**config.mk**
```make
export PLATFORM = sky130hd
export DESIGN_NAME = seq_multiplier
export DESIGN_NICKNAME = d
export VERILOG_FILES = /design/src/rtl/seq_multiplier.sv
export SDC_FILE = /design/constraint.sdc
export NUM_CORES = 1
export LEC_CHECK = 0
export BUFFER_PORTS_ARGS = -buffer_cell sky130_fd_sc_hd__buf_4
export CORE_UTILIZATION = 55
export CTS_CLUSTER_SIZE = 12
export DETAILED_ROUTE_END_ITERATION = 10
export PLACE_DENSITY_LB_ADDON = 0.05
export SLEW_MARGIN = 30
export SYNTH_ARGS = -nofsm -noshare
export SYNTH_HDL_FRONTEND = slang
export SYNTH_HIERARCHICAL = 1
export SYNTH_SLANG_ARGS = --single-unit
```
**constraint.sdc**
```tcl
create_clock -name clk -period 3.3 [get_ports clk]
set_input_delay 0 -clock clk [delete_from_list [all_inputs] [get_ports clk]]
set_output_delay 0 -clock clk [all_outputs]
set_load 0.1 [all_outputs]
```
**src/rtl/seq_multiplier.sv**
```systemverilog
// Unsigned shift-and-add multiplier: one partial-product step per clock through a
// ripple-carry adder, with a start/busy/done handshake. Includes the rpc_adder it builds on.

module rpc_adder #(
   parameter int unsigned NR_BITS = 4
) (
   input  logic [NR_BITS-1:0] a,
   input  logic [NR_BITS-1:0] b,
   input  logic               c_in,
   output logic [NR_BITS-1:0] sum,
   output logic               c_out
);

   logic [NR_BITS:0] carry;

   assign carry[0] = c_in;

   for (genvar i = 0; i < NR_BITS; i++) begin : g_bit
      assign sum[i]     = a[i] ^ b[i] ^ carry[i];
      assign carry[i+1] = (a[i] & b[i]) | (carry[i] & (a[i] ^ b[i]));
   end

   assign c_out = carry[NR_BITS];

endmodule

module seq_multiplier #(
   parameter int unsigned NR_BITS = 4
) (
   input  logic                   clk,
   input  logic                   rst_n,
   input  logic                   start,
   input  logic [NR_BITS-1:0]     a,
   input  logic [NR_BITS-1:0]     b,
   output logic [2*NR_BITS-1:0]   product,
   output logic                   busy,
   output logic                   done
);

   localparam int unsigned CntW = $clog2(NR_BITS + 1);

   typedef enum logic [1:0] {StIdle, StRun, StDone} state_e;

   state_e                 state_q, state_d;
   logic [NR_BITS-1:0]     mcand_q, mcand_d;
   logic [2*NR_BITS-1:0]   acc_q, acc_d;
   logic [CntW-1:0]        cnt_q, cnt_d;
   logic [2*NR_BITS-1:0]   product_q, product_d;

   logic [NR_BITS-1:0]     add_b;
   logic [NR_BITS-1:0]     sum;
   logic                   c_out;
   logic [2*NR_BITS-1:0]   shifted;

   assign add_b = acc_q[0] ? mcand_q : '0;

   rpc_adder #(
      .NR_BITS (NR_BITS)
   ) u_adder (
      .a     (acc_q[2*NR_BITS-1:NR_BITS]),
      .b     (add_b),
      .c_in  (1'b0),
      .sum   (sum),
      .c_out (c_out)
   );

   // {c_out, sum, lo} >> 1 with the dropped LSB; c_out lands in the MSB of hi.
   assign shifted = {c_out, sum, acc_q[NR_BITS-1:1]};

   always_comb begin
      state_d   = state_q;
      mcand_d   = mcand_q;
      acc_d     = acc_q;
      cnt_d     = cnt_q;
      product_d = product_q;
      unique case (state_q)
         StIdle, StDone: begin
            if (start) begin
               mcand_d = a;
               acc_d   = {{NR_BITS{1'b0}}, b};
               cnt_d   = '0;
               state_d = StRun;
            end else begin
               state_d = StIdle;
            end
         end
         StRun: begin
            acc_d = shifted;
            cnt_d = cnt_q + CntW'(1);
            if (cnt_q == CntW'(NR_BITS - 1)) begin
               product_d = shifted;
               state_d   = StDone;
            end
         end
         default: state_d = StIdle;
      endcase
   end

   always_ff @(posedge clk or negedge rst_n) begin
      if (!rst_n) begin
         state_q   <= StIdle;
         mcand_q   <= '0;
         acc_q     <= '0;
         cnt_q     <= '0;
         product_q <= '0;
      end else begin
         state_q   <= state_d;
         mcand_q   <= mcand_d;
         acc_q     <= acc_d;
         cnt_q     <= cnt_d;
         product_q <= product_d;
      end
   end

   assign product = product_q;
   assign busy    = (state_q == StRun);
   assign done    = (state_q == StDone);

endmodule

```
# Word-level counts from Yosys, hierarchy flattened
# Index checks and enable logic that the tools add are counted.
# totals
reg_bits,25
wordCells,42
in_bits,11
output_inout_bits,10
# classes
reduce_logical,6
n_eq_ne,5
bitwise,17
muxes,8
n_addsub,1
# op_table
op,n
8-bit case mux with 2 select lines,1
8-bit two-way mux,1
1-bit AND,7
1-bit XOR,7
3-bit case mux with 2 select lines,1
2-bit AND reduction,3
4-bit two-way mux,1
2-bit case mux with 2 select lines,1
"3-bit by 1-bit adder with 3-bit output, second input constant",1
"3-bit by 2-bit equality test with 1-bit output, second input constant",1
3-bit two-way mux,1
1-bit OR,3
"2-bit by 1-bit equality test with 1-bit output, second input constant",1
"2-bit equality test, second input constant",1
2-bit zero test,1
2-bit two-way mux,1
"2-bit by 1-bit inequality test with 1-bit output, second input constant",1
"2-bit inequality test, second input constant",1
2-bit nonzero test,1
2-bit OR reduction,1
1-bit two-way mux,1

# Logic depth before layout (Yosys ltp)
# Gate-level depths: netlist (run 1).
# logic_depth
ltp_word,9
ltp_mapped,11

# Hierarchy
# Netlist (run 1), hierarchy kept.
# modules_own_cells
mod,area_per_inst_um2,cells_each,instances
seq_multiplier,1207.4,87,1
rpc_adder,117.6,14,1

# Least setup slack after synthesis (run 1)
# No wires, ideal clock.
# synth_timing
path_kind,reg-to-reg
startpoint,register acc_q[0]
endpoint,register acc_q[6]
setup_slack_ps,904
path_stages_with_launch,12
required_time_ps,3179
t_arrival_ps,2275
period_less_slack_ps,2396
path_buffers,0
setup_ps,121
path_cell_list,dfrtp_1 and2_1 fa_1 inv_1 fa_1 inv_1 fa_1 inv_1 fa_1 inv_1 mux2_2 a22o_1
# synth_via
elab_chain_len,8
elab_cells_between_ends,13
# synth_rtl
item,line,source
start: declaration,46,"logic [2*NR_BITS-1:0] acc_q, acc_d;"
start signal: assignment,103,acc_q <= '0;
start signal: assignment,109,acc_q <= acc_d;
4-bit two-way mux,55,assign add_b = acc_q[0] ? mcand_q : '0;
named net add_b[0],50,logic [NR_BITS-1:0] add_b;
1-bit AND (2 in a row),20,assign carry[i+1] = (a[i] & b[i]) | (carry[i] & (a[i] ^ b[i]));
1-bit OR,20,
1-bit AND,20,
1-bit OR,20,
1-bit XOR,19,assign sum[i] = a[i] ^ b[i] ^ carry[i];
named net sum[3],51,logic [NR_BITS-1:0] sum;
8-bit case mux with 2 select lines,76,unique case (state_q)
# The timed path passes the listed nets, and every way through them passes these cells.
# A chain may end at the register's enable or synchronous reset.

# Worst setup path in the final report (run 1)
# Same ends and word-level chain as after synthesis.

==> results.json, run 1 <==
{
  "postCtsResizedCells": 0,
  "antenna_found_initial": 0,
  "synth_most_common_cell": "dfrtp_1",
  "wl_um": 2180,
  "ys_top_cells_by_count": "dfrtp_1 (25), mux2_2 (16), inv_1 (13)",
  "cts_buffer_depth": 2,
  "layout-drive-gt1-share_pct": 34.4,
  "drtAntennaViolNets": 0,
  "path_max_fanout": 6,
  "placed_area_um2": 1460,
  "drc_errors": 0,
  "htreeDepth": 1,
  "grt_usage_pct": 20.5,
  "syn_avg_cell_area_um2": 13.1,
  "root_buffer": "clkbuf_4",
  "finClkSkew_ps": 3.72,
  "criticalPathCategory": "flop to flop",
  "die_area_um2": 2610,
  "cts_tree": "yes",
  "ys_types": 23,
  "via_per_inst": 5.16,
  "clock_sinks": 25,
  "core_um2": 2230,
  "die_h_um": 51.1,
  "synth.area.top_cells": "dfrtp_1 (47%), mux2_2 (14%), mux2i_1 (9.1%)",
  "num_antenna_cells": 0,
  "postCtsSetupBuffers": 0,
  "clk_pin_slew_ps": 140,
  "num_io_pins": 21,
  "fin_nets": 146,
  "setup_viol": 0,
  "ys_async_sr_fraction_pct": 100,
  "yosys.area.top_type": "dfrtp_1",
  "hold_start": "b[0]",
  "drv_cap": 0,
  "cts_hold_buf": 8,
  "cts_buffers": 3,
  "netlist_area_um2": 1330,
  "drt_iter0_drc": 5,
  "timing.rr.start": "acc_q[0]$_DFFE_PN0P_",
  "ys.warnings.count": 6,
  "route.vias.total": 805,
  "synth-seq-cells": 25,
  "rsz0062_at_grt": "no",
  "grt_pass1_wl_um": 3790,
  "worstSetupEndpointType": "flop",
  "startpoint": "acc_q[0]$_DFFE_PN0P_",
  "hpwl_um": 1500,
  "routabilityCongestion": 0.783,
  "synthFlopType": "dfrtp_1",
  "dp.cells": 144,
  "relSlewSlack_pct": 50.3,
  "die_w_um": 51.1,
  "grt_max_degree": 26,
  "synth_edf_count": 0,
  "first_pass_iters": 3,
  "slew_viol_final": 0,
  "grt_pass1_vias": 841,
  "required_ps": 3520,
  "fin_crit_sh_pct": 76.8,
  "start_util_pct": 59.3,
  "startpoint_type": "flop",
  "outcome": "complete, no violations",
  "design_area_um2": 1570,
  "arrival_ps": 2750,
  "finalSetupTns_ps": 0,
  "r2r_slack_ps": 760,
  "final-hold-violation-count": 0,
  "synth_top_area_share_pct": 47.2,
  "max_freq_mhz": 394,
  "fin_cells": 156,
  "syn-instance-count": 101,
  "port-buffer-count": 20,
  "clkLatencyLatePin_ps": 310,
  "area_growth_pct": 18.6,
  "period_needed_ps": 2540,
  "rows": 17,
  "syn_nets": 118,
  "wl_per_cell_um": 14.0,
  "holdCritPathClass": "input port to flop",
  "gr-total-overflow": 0,
  "worst-slew-pin-transition_ps": 745,
  "ys_seq_area_share_pct": 47.2
}
[routing by layer]
layer,track usage (%),up-vias,part of all wire [%]
met3,3.57,2,1.9
li1,-,390,-
met1,24.6,403,46
met4,6.02,0,0.55
met5,0,-,0
met2,37.1,10,51
[through the flow]
step	util [%]	setup slack, ps	hold slack [ps]
2_1_floorplan	-	904	-296
3_3_place_gp	65.5	840	-80.5
3_5_place_dp	65.5	779	-75.0
4_1_cts	70.4	766	1.88
5_1_grt	70.4	634	18.3
6_report	70.4	765	5.88
[worst paths after layout]
path,end,cells after the start
min in group asynchronous,product[2]$_DFFE_PN0P_,2
worst min register to register,mcand_q[2]$_DFFE_PN0P_,1
max in group asynchronous,acc_q[1]$_DFFE_PN0P_,2
worst min-delay path,acc_q[0]$_DFFE_PN0P_,3
worst max register to register,acc_q[6]$_DFFE_PN0P_,11
worst max-delay path,acc_q[6]$_DFFE_PN0P_,11
[state kept, by name (all words and copies together) (netlist names)]
name / cells
acc_q: 8
state_q: 2
product: 8
mcand_q: 4
cnt_q: 3
[cells by family (layout without fill, tap and decap cells)]
group           after synthesis  in the layout  share of synthesized area [%]
simple gates                 13             13                           7.84
buf+inv                      18             45                           7.18
flops                        25             25                           47.2
xor+xnor                      1              1                          0.661
fa+ha+maj                     6              6                           7.93
compound gates                8              8                           5.10
mux                          29             29                           23.8
other cells                   1              1                          0.283
[placed cells by master, fill, tap and decap left out, drive strengths merged]
| cell | Yosys | layout |
|---|---|---|
| a21o | 2 | 2 |
| a22o | 5 | 5 |
| a31o | 1 | 1 |
| and2 | 4 | 4 |
| and2b | 1 | 1 |
| buf | 5 | 20 |
| clkbuf | 0 | 3 |
| clkinv | 0 | 1 |
| conb | 1 | 1 |
| dfrtp | 25 | 25 |
| dlygate4sd3 | 0 | 8 |
| fa | 4 | 4 |
| ha | 2 | 2 |
| inv | 13 | 13 |
| mux2 | 17 | 17 |
| mux2i | 12 | 12 |
| nand2b | 2 | 2 |
| nand3b | 1 | 1 |
| nor2 | 1 | 1 |
| nor2b | 2 | 2 |
| nor3b | 2 | 2 |
| xnor2 | 1 | 1 |
[critical path: stages (launching register included)]
cell	delay, ps
dfrtp_1	420
and2_1	170
fa_1	170
inv_1	50
fa_1	370
inv_1	80
fa_1	160
inv_1	50
fa_1	470
inv_1	40
mux2_2	250
a22o_1	220
[layout make-up]
type,count,area (µm²)
well taps,28,35.0
fillers,182,662
inverters,13,48.8
clock inverters,1,5.00
multi-input cells,58,604
flip-flops and latches,25,626
repair buffers,28,230
clock buffers,3,22.5
Power of run 1 is not shown: default switching activity piles up to over one toggle a cycle in this logic, so the estimate is an artifact.
==> run 2, diff against run 1 <==
CORE_ASPECT_RATIO = 0.5   (was default)
CORE_UTILIZATION = 49   (was 55)
clock period = 2.1 ns   (was 3.3 ns; I/O delays follow)
==> run 2 against run 1 <==
Non-clock buffer count rose by 2. Count of clock-buffer cells in the layout rose by 1. The run now ends with negative setup slack left. First-iteration DRC count rose to 7.8 times the previous value. Utilization fell by 2.4 points. Global-route usage rose by 0.13 points. Sequential cell count did not move. Highest routed layer unchanged.
==> results.json, run 2 (synthesis results as in run 1) <==
{
  "grt_pass1_wl_um": 4090,
  "wl_um": 2450,
  "num_antenna_cells": 0,
  "arrival_ps": 2600,
  "drtAntennaViolNets": 0,
  "startpoint_type": "flop",
  "outcome": "complete, but fails checks",
  "layout_commonest_cell": "dfrtp_1",
  "first_pass_iters": 3,
  "finalSetupTns_ps": -914,
  "drv_cap": 0,
  "rsz0062_at_grt": "yes",
  "met2_length_um": 1160,
  "worstSetupEndpointType": "flop",
  "met3_length_um": 91,
  "clock_sinks": 25,
  "layout_setup_ws_ps": -342,
  "htreeDepth": 1,
  "cts_tree": "yes",
  "slew_viol_final": 0,
  "wl_per_cell_um": 14.9,
  "hpwl_um": 1740,
  "drt_iter0_drc": 39,
  "period_needed_ps": 2440,
  "grt_pass1_vias": 894,
  "route.vias.total": 842,
  "cts_buffer_depth": 2,
  "path_max_fanout": 2,
  "gr-total-overflow": 0,
  "worst-slew-pin-transition_ps": 797,
  "drc_errors": 0,
  "required_ps": 2260,
  "routabilityCongestion": 0.791,
  "fin_nets": 148,
  "holdCritPathClass": "input port to flop",
  "port-buffer-count": 20,
  "setup_viol": 5,
  "grt_max_degree": 26,
  "final_cell_mix": "dfrtp_1 (25), buf_4 (24), mux2_2 (15), mux2i_1 (12), inv_1 (10)",
  "rows": 12,
  "top_layer": "met4",
  "max_freq_mhz": 410,
  "fin_crit_sh_pct": 116,
  "layout-drive-gt1-share_pct": 42.3,
  "final-hold-violation-count": 0,
  "die_h_um": 38.8,
  "clk_pin_slew_ps": 80,
  "cts_buffers": 3,
  "clkLatencyLatePin_ps": 260,
  "root_buffer": "clkbuf_8",
  "num_io_pins": 21,
  "die_area_um2": 2930,
  "finClkSkew_ps": 0.805,
  "violations": "negative setup slack",
  "antenna_found_initial": 0,
  "fillerInstances": 188,
  "die_w_um": 75.5,
  "start_util_pct": 55.5,
  "via_per_inst": 5.10,
  "relSlewSlack_pct": 46.9,
  "m1WireLength_um": 1170,
  "core_um2": 2390,
  "grt_usage_pct": 20.6,
  "area_growth_pct": 22.5,
  "criticalPathCategory": "flop to flop"
}
-- run 2: per-layer routing --
metal | vias to the layer above | track usage (%)
met5 | - | 0
met4 | 0 | 6.48
met3 | 5 | 6.25
met2 | 19 | 36.2
met1 | 425 | 24.7
li1 | 393 | -
-- run 2: worst paths after layout --
path | start | endpoint | depth (start not counted) | slack (ps)
setup / recovery | acc_q[0]$_DFFE_PN0P_ | acc_q[6]$_DFFE_PN0P_ | 11 | -340
hold / removal | b[1] | acc_q[1]$_DFFE_PN0P_ | 3 | 30
setup reg to reg | acc_q[0]$_DFFE_PN0P_ | acc_q[6]$_DFFE_PN0P_ | 11 | -340
hold reg to reg | product[2]$_DFFE_PN0P_ | product[2]$_DFFE_PN0P_ | 1 | 510
max in group asynchronous | rst_n | product[4]$_DFFE_PN0P_ | 2 | 1690
min in group asynchronous | rst_n | mcand_q[1]$_DFFE_PN0P_ | 2 | 170
-- run 2: worst max-delay path: stages (launching register included) --
cell and delay (ps):
dfrtp_1 360, and2_4 150, fa_2 190, inv_2 40
fa_2 320, inv_2 60, fa_2 190, inv_2 40
fa_1 470, inv_1 50, mux2_2 260, a22o_1 210
-- run 2: area by class of cell --
type | instances | area, µm² | area share (%)
inverters | 13 | 48.8 | 3.01
multi-input cells | 58 | 618 | 38.1
well taps | 35 | 43.8 | 2.70
clock buffers | 4 | 45.0 | 2.78
repair buffers | 30 | 241 | 14.9
flip-flops and latches | 25 | 626 | 38.6
-- run 2: repair_timing --
action / 4_1_cts / 5_1_grt
pin swaps: 4 / 0
endpoints found under the setup margin: 6 / 6
endpoints found under the hold margin: 29 / 0
buffers inserted: 1 / 0
gates resized for setup: 2 / 1
hold buffers: 5 / 0
-- run 2: through the flow --
stage	hold WS, ps	instances	area [µm²]	worst slack, ps	util [%]
after floorplan	-296	101	1340	-190	-
after global placement	-88.6	155	1510	-272	63.4
after detailed placement	-74.7	155	1510	-372	63.4
after CTS	19.7	165	1620	-346	67.8
after global routing	56.6	165	1620	-420	68.0
final	25.4	165	1620	-342	68.0
Power of run 2 is left out for the same reason.
==> run 3, diff against run 2 <==
--- a/config.mk
+++ b/config.mk
@@ -13,2 +13,3 @@
 export PLACE_DENSITY_LB_ADDON = 0.05
+export SETUP_SLACK_MARGIN = 0.3
 export SLEW_MARGIN = 30
==> constraint.sdc (replaced) <==
create_clock -name clk -period 2.1 [get_ports clk]
set_input_delay 0.105 -clock clk [delete_from_list [all_inputs] [get_ports clk]]
set_output_delay 0.105 -clock clk [all_outputs]
set_load 0.1 [all_outputs]
==> run 3 against run 2 <==
The flow still finishes with violations (negative setup slack). Utilization decreased by 1.0 points. Critical path depth unchanged. Critical path type unchanged. Largest cell class unchanged. Critical endpoint unchanged. Routed wire length increased by 7.2%. First-iteration DRC count increased by 21%.
==> results.json, run 3 (synthesis results as in run 1) <==
{
  "grt_max_degree": 26,
  "worst-slew-pin-transition_ps": 698,
  "hold_start": "a[1]",
  "cpPeakStageDelay_ps": 470,
  "startpoint_type": "flop",
  "clkLatencyLatePin_ps": 270,
  "die_area_um2": 2930,
  "grt_pass1_vias": 938,
  "clk_pin_slew_ps": 80,
  "final_cell_mix": "dfrtp_1 (24), buf_4 (24), mux2_2 (14), mux2i_1 (12), inv_1 (9)",
  "outcome": "complete, but fails checks",
  "relSlewSlack_pct": 53.5,
  "start_util_pct": 55.5,
  "setup_viol": 5,
  "cts_tree": "yes",
  "layout-drive-gt1-share_pct": 45.7,
  "finClkSkew_ps": 2.07,
  "root_buffer": "clkbuf_8",
  "critical-path-slowest-cell": "fa_1",
  "rr_endpoint": "acc_q[6]$_DFFE_PN0P_",
  "drtAntennaViolNets": 0,
  "port-buffer-count": 20,
  "r2r_slack_ps": -350,
  "layout_setup_ws_ps": -347,
  "cts_buffers": 3,
  "finalSetupTns_ps": -871,
  "hpwl_um": 1850,
  "met1_usage_pct": 24.5,
  "num_io_pins": 21,
  "required_ps": 2260,
  "slew_viol_final": 0,
  "cts_buffer_depth": 2,
  "period_needed_ps": 2450,
  "max_freq_mhz": 409,
  "path_max_fanout": 2,
  "wl_per_cell_um": 16.2,
  "clock_sinks": 25,
  "gr-total-overflow": 0,
  "antenna_found_initial": 0,
  "first_pass_iters": 3,
  "reg2regPathDepth": 11,
  "num_antenna_cells": 0,
  "path_cells": "and2_4 -> fa_2 -> inv_2 -> fa_2 -> inv_2 -> fa_2 -> inv_2 -> fa_1 -> inv_1 -> mux2_4 -> a22o_1",
  "rows": 12,
  "htreeDepth": 1,
  "violations": "negative setup slack",
  "grt_util_met2_pct": 39.3,
  "fin_crit_sh_pct": 117,
  "via_per_inst": 5.12,
  "wl_um": 2630,
  "final_core_util_pct": 67.0,
  "path_delay_family": "adder cells",
  "drc_errors": 0,
  "routabilityCongestion": 0.794,
  "die_w_um": 75.5,
  "core_um2": 2390,
  "holdCritPathClass": "input port to flop",
  "fin_cells": 162,
  "area_growth_pct": 20.7,
  "criticalPathCategory": "flop to flop",
  "hold_path_end": "mcand_q[1]$_DFFE_PN0P_",
  "route.vias.total": 830,
  "worstPathBufferInverterCount": 4,
  "final-hold-violation-count": 0,
  "timing.rr.start": "mcand_q[0]$_DFFE_PN0P_",
  "die_h_um": 38.8,
  "worstSetupEndpointType": "flop",
  "min_path_cells": 2,
  "grt.busiest_layer": "met2",
  "drv_cap": 0,
  "dp.cells": 155,
  "drt_iter0_drc": 47,
  "grt_pass1_wl_um": 4200,
  "grt_usage_pct": 21.6,
  "fin_nets": 145,
  "arrival_ps": 2610,
  "grtUsageMet3_pct": 7.55,
  "rsz0062_at_grt": "yes"
}
-- run 3: changes by cell type in the layout (fill, tap and decap cells not counted), sizes merged --
cell,before,now
buf,25,26
dlygate4sd3,5,1
-- run 3: per-stage QoR --
stage          setup slack, ps  area [µm²]  hold slack (ps)
2_1_floorplan             -190        1340             -191
3_3_place_gp              -274        1510             16.6
3_5_place_dp              -360        1510             25.1
4_1_cts                   -371        1580             57.9
5_1_grt                   -440        1600             58.6
6_report                  -347        1600             65.0
-- run 3: routing by layer --
layer | vias to the layer above | part of all wire [%]
li1 | 387 | -
met1 | 419 | 44
met2 | 20 | 50
met3 | 4 | 4.7
met4 | 0 | 1.5
met5 | - | 0
-- run 3: worst max-delay path by stage --
stage	from	to	slack (ps)	cells past startpoint
2_1_floorplan	acc_q[4]$_DFFE_PN0P_	acc_q[6]$_DFFE_PN0P_	-190	10
3_3_place_gp	acc_q[0]$_DFFE_PN0P_	acc_q[6]$_DFFE_PN0P_	-270	11
3_5_place_dp	mcand_q[0]$_DFFE_PN0P_	acc_q[6]$_DFFE_PN0P_	-360	11
4_1_cts	mcand_q[0]$_DFFE_PN0P_	acc_q[6]$_DFFE_PN0P_	-370	11
5_1_grt	acc_q[0]$_DFFE_PN0P_	acc_q[6]$_DFFE_PN0P_	-440	11
6_report	mcand_q[0]$_DFFE_PN0P_	acc_q[6]$_DFFE_PN0P_	-350	11
-- run 3: cell type report --
class | count | area, µm²
Inverter | 13 | 48.8
Timing Repair Buffer | 27 | 213
Clock buffer | 4 | 45.0
Multi-Input combinational cell | 58 | 622
Sequential cell | 25 | 627
Fill cell | 189 | 788
Tap cell | 35 | 43.8
-- run 3: what timing repair did --
item	in CTS	in global routing
setup buffers	1	1
pin swaps	3	1
endpoints found under the hold margin	25	0
setup endpoints to repair	7	9
gates resized for setup	4	3
cloned	0	0
hold buffers	1	0
Power of run 3 is left out for the same reason.
